### src/rtl/mc_controller_pkg.sv
// ============================================================================
// Module      : mc_controller_pkg
// Description : Shared opcode/funct codes, ALU-op and immediate codes and
//               FSM state encodings for the multicycle MIPS controller.
// Revision    : 1.0 - initial release
// ============================================================================
`default_nettype none

package mc_controller_pkg;

    localparam logic [5:0] c_OP_RTYPE = 6'h00;
    localparam logic [5:0] c_OP_J     = 6'h02;
    localparam logic [5:0] c_OP_BEQ   = 6'h04;
    localparam logic [5:0] c_OP_ADDI  = 6'h08;
    localparam logic [5:0] c_OP_ORI   = 6'h0D;
    localparam logic [5:0] c_OP_LUI   = 6'h0F;
    localparam logic [5:0] c_OP_LW    = 6'h23;
    localparam logic [5:0] c_OP_SW    = 6'h2B;

    localparam logic [5:0] c_FN_ADD = 6'h20;
    localparam logic [5:0] c_FN_SUB = 6'h22;
    localparam logic [5:0] c_FN_AND = 6'h24;
    localparam logic [5:0] c_FN_OR  = 6'h25;
    localparam logic [5:0] c_FN_SLT = 6'h2A;

    localparam logic [1:0] c_ALUOP_ADD   = 2'b00;
    localparam logic [1:0] c_ALUOP_SUB   = 2'b01;
    localparam logic [1:0] c_ALUOP_FUNCT = 2'b10;
    localparam logic [1:0] c_ALUOP_OR    = 2'b11;

    localparam logic [1:0] c_IMM_SIGN  = 2'b00;
    localparam logic [1:0] c_IMM_ZERO  = 2'b01;
    localparam logic [1:0] c_IMM_UPPER = 2'b10;

    localparam logic [2:0] c_ALU_ADD = 3'b010;
    localparam logic [2:0] c_ALU_SUB = 3'b110;
    localparam logic [2:0] c_ALU_AND = 3'b000;
    localparam logic [2:0] c_ALU_OR  = 3'b001;
    localparam logic [2:0] c_ALU_SLT = 3'b111;

    localparam logic [3:0] c_S_FETCH  = 4'd0;
    localparam logic [3:0] c_S_DECODE = 4'd1;
    localparam logic [3:0] c_S_MEMADR = 4'd2;
    localparam logic [3:0] c_S_MEMRD  = 4'd3;
    localparam logic [3:0] c_S_MEMWB  = 4'd4;
    localparam logic [3:0] c_S_MEMWR  = 4'd5;
    localparam logic [3:0] c_S_EXEC   = 4'd6;
    localparam logic [3:0] c_S_ALUWB  = 4'd7;
    localparam logic [3:0] c_S_BRANCH = 4'd8;
    localparam logic [3:0] c_S_IMMEX  = 4'd9;
    localparam logic [3:0] c_S_IMMWB  = 4'd10;
    localparam logic [3:0] c_S_JUMP   = 4'd11;
    localparam logic [3:0] c_S_TRAP   = 4'd12;

    function automatic logic is_known_op(input logic [5:0] op);
        case (op)
            c_OP_RTYPE, c_OP_J, c_OP_BEQ, c_OP_ADDI,
            c_OP_ORI, c_OP_LUI, c_OP_LW, c_OP_SW: return 1'b1;
            default:                              return 1'b0;
        endcase
    endfunction

endpackage

`default_nettype wire

### src/rtl/mc_controller_aludec.sv
// ============================================================================
// Module      : mc_controller_aludec
// Description : Maps the controller ALU-op and the R-type funct field to the
//               3-bit ALU control code.
// Revision    : 1.0 - initial release
// ============================================================================
`default_nettype none

module mc_controller_aludec (
    input  logic [1:0] aluop,
    input  logic [5:0] funct,
    output logic [2:0] alucontrol
);
    import mc_controller_pkg::*;

    always_comb begin
        alucontrol = c_ALU_ADD;
        case (aluop)
            c_ALUOP_ADD: alucontrol = c_ALU_ADD;
            c_ALUOP_SUB: alucontrol = c_ALU_SUB;
            c_ALUOP_OR:  alucontrol = c_ALU_OR;
            default: begin
                case (funct)
                    c_FN_ADD: alucontrol = c_ALU_ADD;
                    c_FN_SUB: alucontrol = c_ALU_SUB;
                    c_FN_AND: alucontrol = c_ALU_AND;
                    c_FN_OR:  alucontrol = c_ALU_OR;
                    c_FN_SLT: alucontrol = c_ALU_SLT;
                    // Unsupported funct is not trapped; leave it undefined
                    default:  alucontrol = 3'bxxx;
                endcase
            end
        endcase
    end

endmodule

`default_nettype wire

### src/rtl/mc_controller.sv
// ============================================================================
// Module      : mc_controller
// Description : Multicycle MIPS control FSM with a mem_ready wait handshake
//               on every memory access; outputs decoded from the state.
// Revision    : 1.0 - initial release
// ============================================================================
`default_nettype none

module mc_controller #(
    parameter int ILLEGAL_TRAP = 0
) (
    input  logic       clk,
    input  logic       reset,
    input  logic [5:0] op,
    input  logic [5:0] funct,
    input  logic       zero,
    input  logic       mem_ready,
    output logic       pcen,
    output logic       iord,
    output logic       memwrite,
    output logic       irwrite,
    output logic       regwrite,
    output logic       regdst,
    output logic       memtoreg,
    output logic       alusrca,
    output logic [1:0] alusrcb,
    output logic [1:0] pcsrc,
    output logic [1:0] immtype,
    output logic [2:0] alucontrol,
    output logic       instr_done,
    output logic       illegal_op
);
    import mc_controller_pkg::*;

    localparam logic c_TRAP_EN = (ILLEGAL_TRAP != 0);

    logic [3:0] r_state;
    logic       w_pcwrite;
    logic       w_branch;
    logic [1:0] w_aluop;

    always_ff @(posedge clk) begin
        if (reset) begin
            r_state <= c_S_FETCH;
        end else begin
            case (r_state)
                c_S_FETCH:  r_state <= mem_ready ? c_S_DECODE : c_S_FETCH;
                c_S_DECODE: begin
                    case (op)
                        c_OP_LW, c_OP_SW:              r_state <= c_S_MEMADR;
                        c_OP_RTYPE:                    r_state <= c_S_EXEC;
                        c_OP_BEQ:                      r_state <= c_S_BRANCH;
                        c_OP_ADDI, c_OP_ORI, c_OP_LUI: r_state <= c_S_IMMEX;
                        c_OP_J:                        r_state <= c_S_JUMP;
                        default: r_state <= c_TRAP_EN ? c_S_TRAP : c_S_FETCH;
                    endcase
                end
                c_S_MEMADR: r_state <= (op == c_OP_LW) ? c_S_MEMRD : c_S_MEMWR;
                c_S_MEMRD:  r_state <= mem_ready ? c_S_MEMWB : c_S_MEMRD;
                c_S_MEMWB:  r_state <= c_S_FETCH;
                c_S_MEMWR:  r_state <= mem_ready ? c_S_FETCH : c_S_MEMWR;
                c_S_EXEC:   r_state <= c_S_ALUWB;
                c_S_ALUWB:  r_state <= c_S_FETCH;
                c_S_BRANCH: r_state <= c_S_FETCH;
                c_S_IMMEX:  r_state <= c_S_IMMWB;
                c_S_IMMWB:  r_state <= c_S_FETCH;
                c_S_JUMP:   r_state <= c_S_FETCH;
                c_S_TRAP:   r_state <= c_S_TRAP;
                default:    r_state <= c_S_FETCH;
            endcase
        end
    end

    always_comb begin
        w_pcwrite  = 1'b0;
        w_branch   = 1'b0;
        w_aluop    = c_ALUOP_ADD;
        iord       = 1'b0;
        memwrite   = 1'b0;
        irwrite    = 1'b0;
        regwrite   = 1'b0;
        regdst     = 1'b0;
        memtoreg   = 1'b0;
        alusrca    = 1'b0;
        alusrcb    = 2'b00;
        pcsrc      = 2'b00;
        immtype    = c_IMM_SIGN;
        instr_done = 1'b0;
        illegal_op = 1'b0;
        case (r_state)
            c_S_FETCH: begin
                alusrcb   = 2'b01;
                irwrite   = mem_ready;
                w_pcwrite = mem_ready;
            end
            c_S_DECODE: begin
                alusrcb = 2'b11;
                if (!is_known_op(op)) begin
                    illegal_op = 1'b1;
                    instr_done = !c_TRAP_EN;
                end
            end
            c_S_MEMADR: begin
                alusrca = 1'b1;
                alusrcb = 2'b10;
            end
            c_S_MEMRD: iord = 1'b1;
            c_S_MEMWB: begin
                memtoreg   = 1'b1;
                regwrite   = 1'b1;
                instr_done = 1'b1;
            end
            c_S_MEMWR: begin
                iord       = 1'b1;
                memwrite   = 1'b1;
                instr_done = mem_ready;
            end
            c_S_EXEC: begin
                alusrca = 1'b1;
                w_aluop = c_ALUOP_FUNCT;
            end
            c_S_ALUWB: begin
                regdst     = 1'b1;
                regwrite   = 1'b1;
                instr_done = 1'b1;
            end
            c_S_BRANCH: begin
                alusrca    = 1'b1;
                w_aluop    = c_ALUOP_SUB;
                pcsrc      = 2'b01;
                w_branch   = 1'b1;
                instr_done = 1'b1;
            end
            c_S_IMMEX: begin
                alusrca = 1'b1;
                alusrcb = 2'b10;
                if (op == c_OP_ORI) begin
                    w_aluop = c_ALUOP_OR;
                    immtype = c_IMM_ZERO;
                end else if (op == c_OP_LUI) begin
                    w_aluop = c_ALUOP_OR;
                    immtype = c_IMM_UPPER;
                end
            end
            c_S_IMMWB: begin
                regwrite   = 1'b1;
                instr_done = 1'b1;
            end
            c_S_JUMP: begin
                pcsrc      = 2'b10;
                w_pcwrite  = 1'b1;
                instr_done = 1'b1;
            end
            default: ;
        endcase

        // Reset cycle: present FETCH values with every strobe suppressed
        if (reset) begin
            w_pcwrite  = 1'b0;
            w_branch   = 1'b0;
            w_aluop    = c_ALUOP_ADD;
            iord       = 1'b0;
            memwrite   = 1'b0;
            irwrite    = 1'b0;
            regwrite   = 1'b0;
            regdst     = 1'b0;
            memtoreg   = 1'b0;
            alusrca    = 1'b0;
            alusrcb    = 2'b01;
            pcsrc      = 2'b00;
            immtype    = c_IMM_SIGN;
            instr_done = 1'b0;
            illegal_op = 1'b0;
        end
    end

    assign pcen = w_pcwrite | (w_branch & zero);

    mc_controller_aludec u_aludec (
        .aluop      (w_aluop),
        .funct      (funct),
        .alucontrol (alucontrol)
    );

endmodule

`default_nettype wire

### config.mk
export PLATFORM = sky130hd
export DESIGN_NAME = mc_controller
export DESIGN_NICKNAME = d
export VERILOG_FILES = /design/src/rtl/mc_controller_pkg.sv /design/src/rtl/mc_controller_aludec.sv /design/src/rtl/mc_controller.sv
export SDC_FILE = /design/constraint.sdc
export NUM_CORES = 1
export LEC_CHECK = 0
export BUFFER_PORTS_ARGS = -buffer_cell sky130_fd_sc_hd__clkbuf_2
export CAP_MARGIN = 25
export CORE_MARGIN = 5
export CORE_UTILIZATION = 41
export CTS_CLUSTER_DIAMETER = 100
export DETAILED_ROUTE_END_ITERATION = 12
export PLACE_DENSITY_LB_ADDON = 0.15
export RECOVER_POWER = 50
export SLEW_MARGIN = 20
export SYNTH_ARGS = -nofsm -noshare
export SYNTH_HDL_FRONTEND = slang
export SYNTH_SLANG_ARGS = --single-unit
### constraint.sdc
create_clock -name clk -period 3.1 [get_ports clk]
set_input_delay 0.93 -clock clk [delete_from_list [all_inputs] [get_ports clk]]
set_output_delay 0.93 -clock clk [all_outputs]
set_load 0.05 [all_outputs]
==> run metrics <==
status=finished with violations; failing checks=negative setup slack; CP Launch Type=input pin; Post-Syn Area=about 720 µm²; WL final=roughly 2700 µm; register area=80.08 µm²; Critical Path RT=roughly 2.2 ns; Fin Clk Skew=0.001947 ns; peak supply drop=between 200 and 250 µV; chip width=51.96 µm; largest cells by area after synthesis=dfxtp_1 11%, nor2_1 7.3%, a21oi_1 4.9%, o21ai_0 4.9%, nor3_1 4.2%; Sw Share=0.3644; Slew HR=0.6253; CTS Sinks=4; HP Class=flop to flop; core area=1708 µm²; All-Layer GR Usage=0.2092; leading register cell type out of synthesis=dfxtp_1; Overflow after GRT=0; leakage power=0.5031 nW; Worst-path clk slew=roughly 0.04 ns; fin cells=182; area share of the largest cell type after synthesis=0.1109; asr flop ratio synth=0; Nets=between 150 and 200; Hold Vio Cnt, Final=0; Max Clk Rate=0.3050 GHz; CTS buffer count=3; CP peak stage delay=0.53 ns; most frequent cell after synthesis=nor2_1; final worst-path cycle share=1.058; worst-path maximum fanout=2; top post-synthesis cells by count=14 x nor2_1, 8 x nand2_1, 7 x a21oi_1, 7 x o21ai_0, 6 x nor3_1; Flop pwr share=0.240; Die Footprint=around 2700 µm²; DRT antenna net count=0; number of distinct library cells after synthesis=44; Most flops, register=r_state; drt wl/cell=~15 µm; hold depth=3; Max stage delay cell, worst path=or4b_4; Reg2Reg Depth=4; vias in the first global route=989; Slew Limit Fails=0; critical path, cell by cell=buf_6 -> or4b_4 -> o311a_1 -> o211a_4 -> o21bai_4 -> buf_8; DP Area=1075 µm²; CTS tree=built; hpwl dp=1925 µm; Regs by FF count=r_state x4; PwrDens=184.9 nW/µm²; Antenna Cells=0; Critical Path AT=2.35 ns; router iterations before antenna repair=4; largest net degree at the start of global routing=19; crit path time final=3.279 ns; I/O Buffers=34; clock share of power=0.293; combinational share of power=0.467; # H-tree levels=1; FF+latch count, synth=4; CP Capture Type=output pin; via/cell ratio=~5.8; Psw=just over 0.00008 W; dpl cells=177; Multi-input gate area=666.9 µm²; FP Rows=15; clk_lat worst skew=approximately 0.24 ns; setup violators final=4; routed vias=1055; layout cells sized above 1=0.4841; worst slew pin tran=about 0.56 ns; synthesized area per cell=6.504 µm²; total power=~0.00022 W; final worst slack=-0.1792 ns; clock root buffer=clkbuf_4; # fillers=140; Final Cell Area=1214 µm²; Largest register FFs=4; CP Class=input pin to output pin; leading area contributor after synthesis=dfxtp_1; first-pass GRT wire length=4388 µm; setup TNS=-0.3384 ns; initial drt markers=28; gpl congestion=0.9674; area growth from synthesis to layout=68.11%; P_int=0.0001427 W; syn nets=127; die span in y=around 52 µm; Max Cap Violations=0; initial antenna violation count=0; register area share after synthesis=0.1109; Initial Utilization=0.4227; number of synthesized flops with an enable pin=0; Post-CTS Hold Fix Bufs=0; Residual DRC=0; final hold slack=0.7181 ns; Gate Count Post-Synth=111; Clock Tree Buf Depth=2; Ports=35; RSZ-0062 raised after global routing=yes; Yosys warnings=0
==> critical path, delay by kind of cell <==
kind            cells  cell delay, ns
buf+inv             2            0.25
simple gates        1            0.53
compound gates      3            0.64
==> layout by cell type, fill, tap and decap left out, types with 3 or more instances in the layout <==
cell and count:
nor4_1 3, nand2_1 8, clkbuf_2 24, nor3b_1 3
a21oi_1 7, o21ai_0 7, buf_8 4, nand2b_1 4
nor3_2 4, clkbuf_4 3, inv_1 4, dfxtp_1 4
nor2_1 12, buf_4 19, buf_6 4
==> cell families after synthesis <==
family | share of synthesized area
AO/OA/AOI/OAI | 0.3570
XOR/XNOR | 0.02427
buffers and inverters | 0.08837
flip-flops | 0.1109
multiplexers | 0.01387
AND/OR/NAND/NOR | 0.4056
==> power by group through the flow <==
stage          logic [W]  registers [W]  clock network (W)
3_5_place_dp   0.0000926      0.0000548                  0
4_1_cts         0.000100      0.0000539          0.0000670
6_report        0.000105      0.0000539          0.0000658
3_3_place_gp   0.0000904      0.0000546                  0
2_1_floorplan  0.0000576      0.0000549                  0
5_1_grt         0.000113      0.0000542          0.0000712
==> timing repair <==
| item | CTS | global route |
|---|---|---|
| buffers inserted | 2 | 0 |
| pin swaps | 1 | 1 |
| gates resized for setup | 18 | 10 |
| setup endpoints to repair | 8 | 8 |
==> final timing paths <==
| kind | startpoint | endpoint | slack (ns) |
|---|---|---|---|
| setup / recovery | op[0] | instr_done | -0.18 |
| setup reg to reg | r_state[1] | r_state[2] | 1.41 |
| hold reg to reg | r_state[2] | r_state[2] | 0.72 |
| hold / removal | r_state[2] | r_state[2] | 0.72 |
==> area by class of cell <==
cell class                 instances  area share
tap                               25     0.02577
sequential                         4     0.06598
inverter                           4     0.01237
clock buffer                       3     0.01856
multi-input combinational         93      0.5495
timing repair buffer              53      0.3278
==> through the flow <==
stage | setup WS [ns] | util
2_1_floorplan | -0.3720 | -
3_3_place_gp | -0.2405 | 0.6293
3_5_place_dp | -0.2587 | 0.6293
4_1_cts | -0.1899 | 0.6982
5_1_grt | -0.2318 | 0.7106
6_report | -0.1792 | 0.7106
==> routing by layer <==
layer / global-route usage / part of all wire
met5: 0 / 0
met3: 0.03725 / 0.057
met4: 0.07424 / 0.016
met2: 0.3556 / 0.53
met1: 0.2598 / 0.40
(Power assumes the default switching activity.)
